## src/rtl/imem_arbiter.sv

```systemverilog
// Instruction-memory port arbiter: fetch vs loader/debug, combinational grant, 1-cycle read data.
// Backpressure by withholding grants; fetch_stall_o flags a waiting fetch; the loader is forced in after STARVE_MAX denials.
module imem_arbiter #(
    parameter int ADDR_W     = 32,
    parameter int DATA_W     = 32,
    parameter int STARVE_MAX = 4
) (
    input  logic              clk_i,
    input  logic              rst_i,
    input  logic              f_req_i,
    input  logic [ADDR_W-1:0] f_addr_i,
    output logic              f_gnt_o,
    output logic              f_rvalid_o,
    output logic [DATA_W-1:0] f_rdata_o,
    output logic              fetch_stall_o,
    input  logic              flush_i,
    input  logic              l_req_i,
    input  logic              l_we_i,
    input  logic              l_lock_i,
    input  logic [ADDR_W-1:0] l_addr_i,
    input  logic [DATA_W-1:0] l_wdata_i,
    output logic              l_gnt_o,
    output logic              l_rvalid_o,
    output logic [DATA_W-1:0] l_rdata_o,
    output logic              im_en_o,
    output logic              im_we_o,
    output logic [ADDR_W-1:0] im_addr_o,
    output logic [DATA_W-1:0] im_wdata_o,
    input  logic [DATA_W-1:0] im_dout_i
);

    localparam int CNT_W = (STARVE_MAX < 1) ? 1 : $clog2(STARVE_MAX + 1);

    typedef enum logic [1:0] {
        IDLE        = 2'd0,
        FETCH       = 2'd1,
        LOAD        = 2'd2,
        LOAD_LOCKED = 2'd3
    } state_t;

    state_t             state_q, state_d;
    logic [CNT_W-1:0]   starve_cnt_q, starve_cnt_d;
    logic               f_pend_q, l_pend_q;
    logic               starve_max;

    assign starve_max = (starve_cnt_q == CNT_W'(STARVE_MAX));

    always_comb begin
        f_gnt_o = 1'b0;
        l_gnt_o = 1'b0;
        state_d = IDLE;
        if (l_req_i && ((state_q == LOAD_LOCKED) || !f_req_i || starve_max)) begin
            l_gnt_o = 1'b1;
        end else if (f_req_i && !flush_i) begin
            f_gnt_o = 1'b1;
        end

        // A locked state whose loader dropped its request falls through to IDLE or FETCH here.
        if (l_gnt_o) begin
            state_d = l_lock_i ? LOAD_LOCKED : LOAD;
        end else if (f_gnt_o) begin
            state_d = FETCH;
        end
    end

    always_comb begin
        starve_cnt_d = '0;
        if (l_req_i && !l_gnt_o) begin
            starve_cnt_d = starve_max ? starve_cnt_q : starve_cnt_q + CNT_W'(1);
        end
    end

    always_comb begin
        im_en_o    = f_gnt_o | l_gnt_o;
        im_we_o    = l_gnt_o & l_we_i;
        im_addr_o  = '0;
        im_wdata_o = '0;
        if (l_gnt_o) begin
            im_addr_o  = l_addr_i;
            im_wdata_o = l_wdata_i;
        end else if (f_gnt_o) begin
            im_addr_o  = f_addr_i;
        end
    end

    assign fetch_stall_o = f_req_i & ~f_gnt_o;

    always_ff @(posedge clk_i or posedge rst_i) begin
        if (rst_i) begin
            state_q      <= IDLE;
            starve_cnt_q <= '0;
            f_pend_q     <= 1'b0;
            l_pend_q     <= 1'b0;
        end else begin
            state_q      <= state_d;
            starve_cnt_q <= starve_cnt_d;
            f_pend_q     <= f_gnt_o;
            l_pend_q     <= l_gnt_o & ~l_we_i;
        end
    end

    // A flush in the response cycle kills the fetch data that is arriving.
    assign f_rvalid_o = f_pend_q & ~flush_i;
    assign l_rvalid_o = l_pend_q;
    assign f_rdata_o  = im_dout_i;
    assign l_rdata_o  = im_dout_i;

endmodule

```

## config.mk

```make
export PLATFORM = sky130hd
export DESIGN_NAME = imem_arbiter
export DESIGN_NICKNAME = d
export VERILOG_FILES = /design/src/rtl/imem_arbiter.sv
export SDC_FILE = /design/constraint.sdc
export NUM_CORES = 1
export LEC_CHECK = 0
export BUFFER_PORTS_ARGS = -buffer_cell sky130_fd_sc_hd__buf_2
export CAP_MARGIN = 20
export CELL_PAD_IN_SITES_DETAIL_PLACEMENT = 0
export CELL_PAD_IN_SITES_GLOBAL_PLACEMENT = 2
export CORE_MARGIN = 3
export CORE_UTILIZATION = 10
export DETAILED_ROUTE_END_ITERATION = 8
export GPL_TIMING_DRIVEN = 0
export HOLD_SLACK_MARGIN = 0.05
export MAX_ROUTING_LAYER = met4
export PLACE_DENSITY = 0.87
export SLEW_MARGIN = 20
export SYNTH_ARGS = -nofsm -noshare
export SYNTH_HDL_FRONTEND = slang
export SYNTH_SLANG_ARGS = --single-unit
```

## constraint.sdc

```tcl
create_clock -name clk_i -period 3.4 [get_ports clk_i]
set_input_delay 0.17 -clock clk_i [delete_from_list [all_inputs] [get_ports clk_i]]
set_output_delay 0.17 -clock clk_i [all_outputs]
set_load 0.02 [all_outputs]
```

==> flow_metrics.py, run 1 <==
metrics = {
    "synthesis": {
        "synth_edf_count": 0,
        "yosys_register_bits": 7,
        "yosys_warnings": 0,
        "synthFlopType": "dfrtp_1",
        "synth_top_area_cell": "buf_4",
        "synth_area_sq_um": 1374,
        "syn-num-nets": 304,
        "synth_top_area_frac": 0.3770,
        "syn_avg_cell_area_sq_um": 8.226,
        "synthCells": 167,
        "ys_types": 17,
        "yosysSeqAreaShare": 0.1275,
        "yosys-top-cells-count": "buf_4 (69), and2_1 (34), a22o_1 (33)",
        "synthTopCellsByArea": "buf_4 (38%), a22o_1 (21%), and2_1 (15%)",
        "synthArstFlopShare": 1.000,
        "yosysMostFrequentCell": "buf_4",
    },
    "route": {
        "wirelength_microns": 6508,
        "drc": 0,
        "drtPass1Iterations": 3,
        "via_per_inst": 3.458,
        "wl_per_cell_microns": 11.12,
        "route.antenna.remaining_nets": 0,
        "vias": 2023,
        "drt_iter0_drc": 31,
    },
    "setup_path": {
        "path_max_fanout": 11,
        "worst_setup_path_start_kind": "flip-flop",
        "path_cells": "inv_1 -> ha_1 -> a22o_1 -> a21oi_4 -> buf_4 -> a22o_1 -> buf_2",
        "worst-endpoint-required_ns": 3.23,
        "slowest_delay_ns": 0.34,
        "critPathMostFrequentCell": "a22o_1",
        "crit_path_end_kind": "primary output",
        "arrival_ns": 1.92,
        "critPathTopFamily": "compound AO/OA/AOI/OAI gates",
        "cp_num_buf_inv": 3,
        "worstSetupPathType": "flip-flop to primary output",
        "critPathSlowestCell": "dfrtp_1",
    },
    "layout": {
        "antenna_cells": 0,
        "postLayoutCoreUtil": 0.2149,
        "final_nets": 547,
        "fin_area_sq_um": 2869,
        "layout-drive-gt1-share": 0.7726,
        "area_growth_pct": 108.8,
    },
    "timing": {
        "fin_hold_ws_ns": 0.1005,
        "tns_ns": 0,
        "fin_crit_sh": 0.6155,
        "finalSetupViolations": 0,
        "skew_ns": 0.001754,
        "rsz0062_at_grt": "no",
        "hold_viol_final": 0,
        "fin_crit_ns": 2.093,
        "tightest_slew_ns": 0.3050,
        "max_freq_mhz": 477.9,
        "drv_slew": 0,
        "slew_headroom": 0.7967,
    },
    "global_routing": {
        "grt-ovfl-total": 0,
        "grt_usage": 0.07344,
        "grt_pass1_wl_microns": 8645,
        "grt_max_degree": 12,
        "grt_pass1_vias": 1886,
        "grt_antenna_before_repair": 0,
    },
    "clock_network": {
        "cts_tree": "yes",
        "post_cts_buffers": 0,
        "clockRootBuffer": "clkbuf_16",
        "clk_pin_slew_ns": 0.04,
        "insertion_delay_ns": 0.23,
        "h-tree-depth": 1,
        "cts_max_path_buffers": 2,
        "cts_made_buffers": 3,
        "cts_num_sinks": 7,
    },
    "floorplanning": {
        "ioPinCount": 270,
        "dieArea_sq_um": 15180,
        "dieWidth_microns": 123.2,
        "core_area_sq_um": 13350,
        "die-height_microns": 123.2,
        "fp-row-count": 42,
        "initial_core_util": 0.1029,
    },
    "place": {
        "gp_congestion": 0.6970,
        "placed_area_sq_um": 2780,
        "dp_hpwl_microns": 5923,
        "numPortBuffers": 237,
    },
    "power": {
        "ir_worst_vdd_v": 0.0001200,
        "power-per-cell-area_nw_per_um2": 242.8,
        "power_w": 0.0006967,
        "power_leakage_nw": 1.799,
    },
    "worst_hold_path": {
        "hp-class": "primary input to flip-flop",
    },
    "run_status": {
        "status": "completed",
    },
    "job": {
        "drv_cap": 0,
    },
}
## power breakdown
group	switching [W]	internal (W)
sequential	0.00000209	0.0000879
clock	0.0000436	0.000156
combinational	0.000216	0.000191
## state kept, by name (all words and copies together), names as in the netlist
signal	flops
l_rvalid_o	1
state_q	2
starve_cnt_q	3
f_pend_q	1
## cell type report
cell class	count	area, sq um
sequential	7	175.2
fill	1502	10480
inverter	3	11.26
clock buffer	4	78.83
tap	176	220.2
timing repair buffer	238	1196
buffer	74	541.8
multi-input combinational	83	645.6
## layout by cell type, fill, tap and decap left out
master	netlist	layout
a21o_1	1	1
a22oi_2	1	1
dfrtp_1	7	7
nand2b_1	2	2
a22o_1	33	33
inv_1	3	3
and3_1	3	3
ha_1	2	2
a21oi_4	1	1
and2_1	34	34
dlygate4sd3_1	0	1
buf_4	69	69
xor2_1	1	1
a21oi_1	1	1
a21boi_4	1	1
buf_2	4	241
nor2b_1	3	3
clkbuf_1	1	2
clkbuf_16	0	3
## per-layer routing
metal	global-route usage	share of wire	wire length (microns)
met5	-	0	0
met4	0.01869	0.0041	27
met3	0.009149	0.11	721
met2	0.1397	0.54	3516
met1	0.08032	0.34	2244
## path summary, 6_finish.rpt
path / from / endpoint / slack, ns / cells after the start
min in group asynchronous: rst_i / starve_cnt_q[1] / 0.42 / 3
max in group asynchronous: rst_i / f_pend_q / 2.77 / 3
min reg2reg: starve_cnt_q[0] / starve_cnt_q[0] / 0.57 / 2
max reg2reg: starve_cnt_q[0] / state_q[0] / 1.85 / 6
max: starve_cnt_q[0] / im_addr_o[24] / 1.31 / 7
min: l_we_i / l_rvalid_o / 0.10 / 2
## what timing repair did
action,in CTS,in global routing
endpoints found under the setup margin,0,0
gates resized for setup,0,0
hold buffers,1,0
hold endpoints to repair,7,0
## kinds of logic (layout without fill, tap and decap cells)
kind of cell	Yosys count	after routing	share of synthesized area
buffers and inverters	77	319	0.4025
and+or+nand+nor	42	42	0.1913
AOI/OAI and AO/OA	38	38	0.2541
DFF	7	7	0.1275
adders and majority gates	2	2	0.01821
xor gates and xnor gates	1	1	0.006376
## through the flow
stage	setup WS [ns]	std cells
floorplan	1.759	167
global placement	1.481	580
detailed placement	1.463	580
CTS	1.210	585
global route	1.120	585
finish	1.307	585
Power figures use the tool's default switching activity.
==> run 2: changes to the inputs <==
--- a/config.mk
+++ b/config.mk
@@ -5,6 +5,7 @@
 export SDC_FILE = /design/constraint.sdc
 export NUM_CORES = 1
 export LEC_CHECK = 0
+export ABC_AREA = 1
 export BUFFER_PORTS_ARGS = -buffer_cell sky130_fd_sc_hd__buf_2
 export CAP_MARGIN = 20
 export CELL_PAD_IN_SITES_DETAIL_PLACEMENT = 0
@@ -15,7 +16,7 @@
 export GPL_TIMING_DRIVEN = 0
 export HOLD_SLACK_MARGIN = 0.05
 export MAX_ROUTING_LAYER = met4
-export PLACE_DENSITY = 0.87
+export PLACE_DENSITY = 0.83
 export SLEW_MARGIN = 20
 export SYNTH_ARGS = -nofsm -noshare
 export SYNTH_HDL_FRONTEND = slang
==> constraint.sdc (replaced) <==
create_clock -name clk_i -period 2.1 [get_ports clk_i]
set_input_delay 0.105 -clock clk_i [delete_from_list [all_inputs] [get_ports clk_i]]
set_output_delay 0.105 -clock clk_i [all_outputs]
set_load 0.02 [all_outputs]
==> flow_metrics.py, run 2 <==
metrics = {
    "timing": {
        "tightest_slew_ns": 0.6947,
        "slew_headroom": 0.5368,
        "skew_ns": 0.0002222,
        "max_freq_mhz": 517.4,
        "hold_viol_final": 0,
        "tns_ns": 0,
        "rsz0062_at_grt": "no",
        "setup_ws_ns": 0.1671,
        "fin_crit_sh": 0.9204,
        "finalSetupViolations": 0,
        "fin_crit_ns": 1.933,
        "fin_hold_ws_ns": 0.05530,
        "drv_slew": 0,
    },
    "clock_network": {
        "insertion_delay_ns": 0.23,
        "h-tree-depth": 1,
        "cts_max_path_buffers": 2,
        "clk_pin_slew_ns": 0.04,
        "clockRootBuffer": "clkbuf_16",
        "cts_tree": "yes",
        "post_cts_buffers": 0,
        "cts_made_buffers": 3,
        "cts_num_sinks": 7,
        "cts_hold_buf": 1,
        "post_cts_resized": 0,
    },
    "route": {
        "route.antenna.remaining_nets": 0,
        "top_layer_used": "met4",
        "via_per_inst": 3.385,
        "dr_wl_met3_microns": 915,
        "vias": 2464,
        "wl_per_cell_microns": 11.69,
        "drtPass1Iterations": 4,
        "wl_met2_microns": 4400,
        "drt_iter0_drc": 48,
        "met1Wirelength_microns": 3167,
        "wirelength_microns": 8510,
        "drc": 0,
    },
    "setup_path": {
        "slowest_delay_ns": 0.39,
        "critPathTopFamily": "buffers and inverters",
        "r2r-end": "state_q[0]",
        "cp_num_buf_inv": 3,
        "worst-endpoint-required_ns": 2.00,
        "worst_setup_path_start_kind": "flip-flop",
        "worstSetupPathType": "flip-flop to primary output",
        "r2r-start": "starve_cnt_q[0]",
        "path_cells": "inv_1 -> ha_1 -> nand2_1 -> nand3_4 -> buf_2 -> nand3_1 -> nand2_1 -> buf_2",
        "arrival_ns": 1.83,
        "ff2ff_path_depth": 9,
        "crit_path_end_kind": "primary output",
        "path_max_fanout": 10,
        "r2r_slack_ns": 0.63,
        "critPathSlowestCell": "dfrtp_1",
    },
    "layout": {
        "final_common_cell": "buf_2",
        "final_nets": 655,
        "antenna_cells": 0,
        "layout_common_cells": "buf_2 (242), buf_4 (70), nand3_1 (64)",
        "largest_registers": "starve_cnt_q (3), state_q (2)",
        "fill_cells": 1785,
        "multi_input_area_sq_um": 691.9,
        "layout-drive-gt1-share": 0.6248,
        "top_register": "starve_cnt_q",
        "register_area_sq_um": 175.2,
        "area_growth_pct": 95.34,
        "largest_reg_flops": 3,
        "fin_area_sq_um": 3146,
    },
    "run_status": {
        "status": "completed",
    },
    "global_routing": {
        "grt_pass1_wl_microns": 12340,
        "grt_pass1_vias": 2440,
        "grt_max_degree": 11,
        "grt_usage": 0.08890,
        "grt_antenna_before_repair": 0,
        "grt-ovfl-total": 0,
    },
    "synthesis": {
        "yosysSeqAreaShare": 0.1088,
        "syn-num-nets": 413,
        "synthCells": 276,
        "synthFlopType": "dfrtp_1",
        "yosys_warnings": 0,
        "synth_top_area_frac": 0.3263,
        "syn_avg_cell_area_sq_um": 5.834,
        "synth_edf_count": 0,
        "synthTopCellsByArea": "buf_4 (33%), nand3_1 (20%), dfrtp_1 (11%)",
        "yosysMostFrequentCell": "buf_4",
        "ys_types": 19,
        "yosys_register_bits": 7,
        "yosys-top-cells-count": "buf_4 (70), nand3_1 (64), inv_1 (39)",
        "synthArstFlopShare": 1.000,
        "synth_area_sq_um": 1610,
        "synth_top_area_cell": "buf_4",
    },
    "worst_hold_path": {
        "hp-class": "primary input to flip-flop",
        "hold_end": "l_rvalid_o",
        "holdCritStartpoint": "l_we_i",
        "min_path_cells": 2,
    },
    "floorplanning": {
        "die-height_microns": 132.9,
        "dieArea_sq_um": 17660,
        "initial_core_util": 0.1040,
        "ioPinCount": 270,
        "dieWidth_microns": 132.9,
        "fp-row-count": 45,
        "core_area_sq_um": 15480,
    },
    "power": {
        "ir_worst_vdd_v": 0.0002427,
        "power_leakage_nw": 2.112,
        "power-per-cell-area_nw_per_um2": 372.5,
    },
    "job": {
        "drv_cap": 0,
    },
    "place": {
        "dp_hpwl_microns": 7355,
        "pre_cts_ws_ns": 0.3464,
        "numPortBuffers": 236,
        "gp_congestion": 0.6944,
        "placed_area_sq_um": 3055,
    },
}
==> run 2: metal layers <==
layer / vias to the layer above / GRT usage
li1: 1259 / -
met1: 1028 / 0.09434
met2: 175 / 0.1741
met3: 2 / 0.01787
met4: 0 / 0.008661
met5: - / -
==> run 2: worst reg2reg max path, stage by stage (launching register included) <==
cell and delay, ns:
dfrtp_1 0.37, inv_1 0.05, ha_1 0.19, nand2_1 0.11, nand3_4 0.16, nand2_4 0.17
buf_6 0.16, inv_2 0.05, nand2_1 0.05, nand2_1 0.05
==> run 2: logic make-up (layout without fill, tap and decap cells) <==
logic type | Yosys count | count (layout) | synth area share
and+or+nand+nor | 142 | 142 | 0.4025
DFF | 7 | 7 | 0.1088
buffers and inverters | 122 | 363 | 0.4615
AOI/OAI and AO/OA | 2 | 2 | 0.006210
adders and majority gates | 2 | 2 | 0.01554
xor gates and xnor gates | 1 | 1 | 0.005440
==> run 2: worst max-delay path by stage <==
stage	slack [ns]	start	endpoint	cells after the start
finish	0.17	starve_cnt_q[0]	im_addr_o[29]	8
global route	0.002	starve_cnt_q[0]	im_addr_o[24]	9
CTS	0.09	starve_cnt_q[0]	im_addr_o[29]	8
detailed placement	0.35	starve_cnt_q[0]	im_addr_o[29]	8
global placement	0.39	starve_cnt_q[0]	im_addr_o[29]	8
floorplan	0.68	starve_cnt_q[0]	fetch_stall_o	7
==> run 2: power by group <==
part	leakage (nW)	internal, W	total [W]	switching [W]
Clock	0.0409	0.000250	0.000324	0.0000738
Combinational	1.98	0.000298	0.000704	0.000406
Sequential	0.0930	0.000142	0.000144	0.00000241
Total	2.11	0.000690	0.00117	0.000482
==> run 2: stage by stage <==
| step | instances | utilization | power (W) |
|---|---|---|---|
| floorplan | 276 | - | 0.0005757 |
| global placement | 723 | 0.1973 | 0.0008630 |
| detailed placement | 723 | 0.1973 | 0.0008625 |
| CTS | 728 | 0.2032 | 0.001196 |
| global route | 728 | 0.2032 | 0.001255 |
| finish | 728 | 0.2032 | 0.001172 |
==> run 2: layout make-up <==
cell class / instances / area share
clock inverters: 1 / 0.001591
repair buffers: 237 / 0.3787
clock buffers: 3 / 0.02387
well taps: 211 / 0.08393
inverters: 41 / 0.04893
flip-flops and latches: 7 / 0.05569
multi-input cells: 147 / 0.2200
plain buffers: 81 / 0.1874
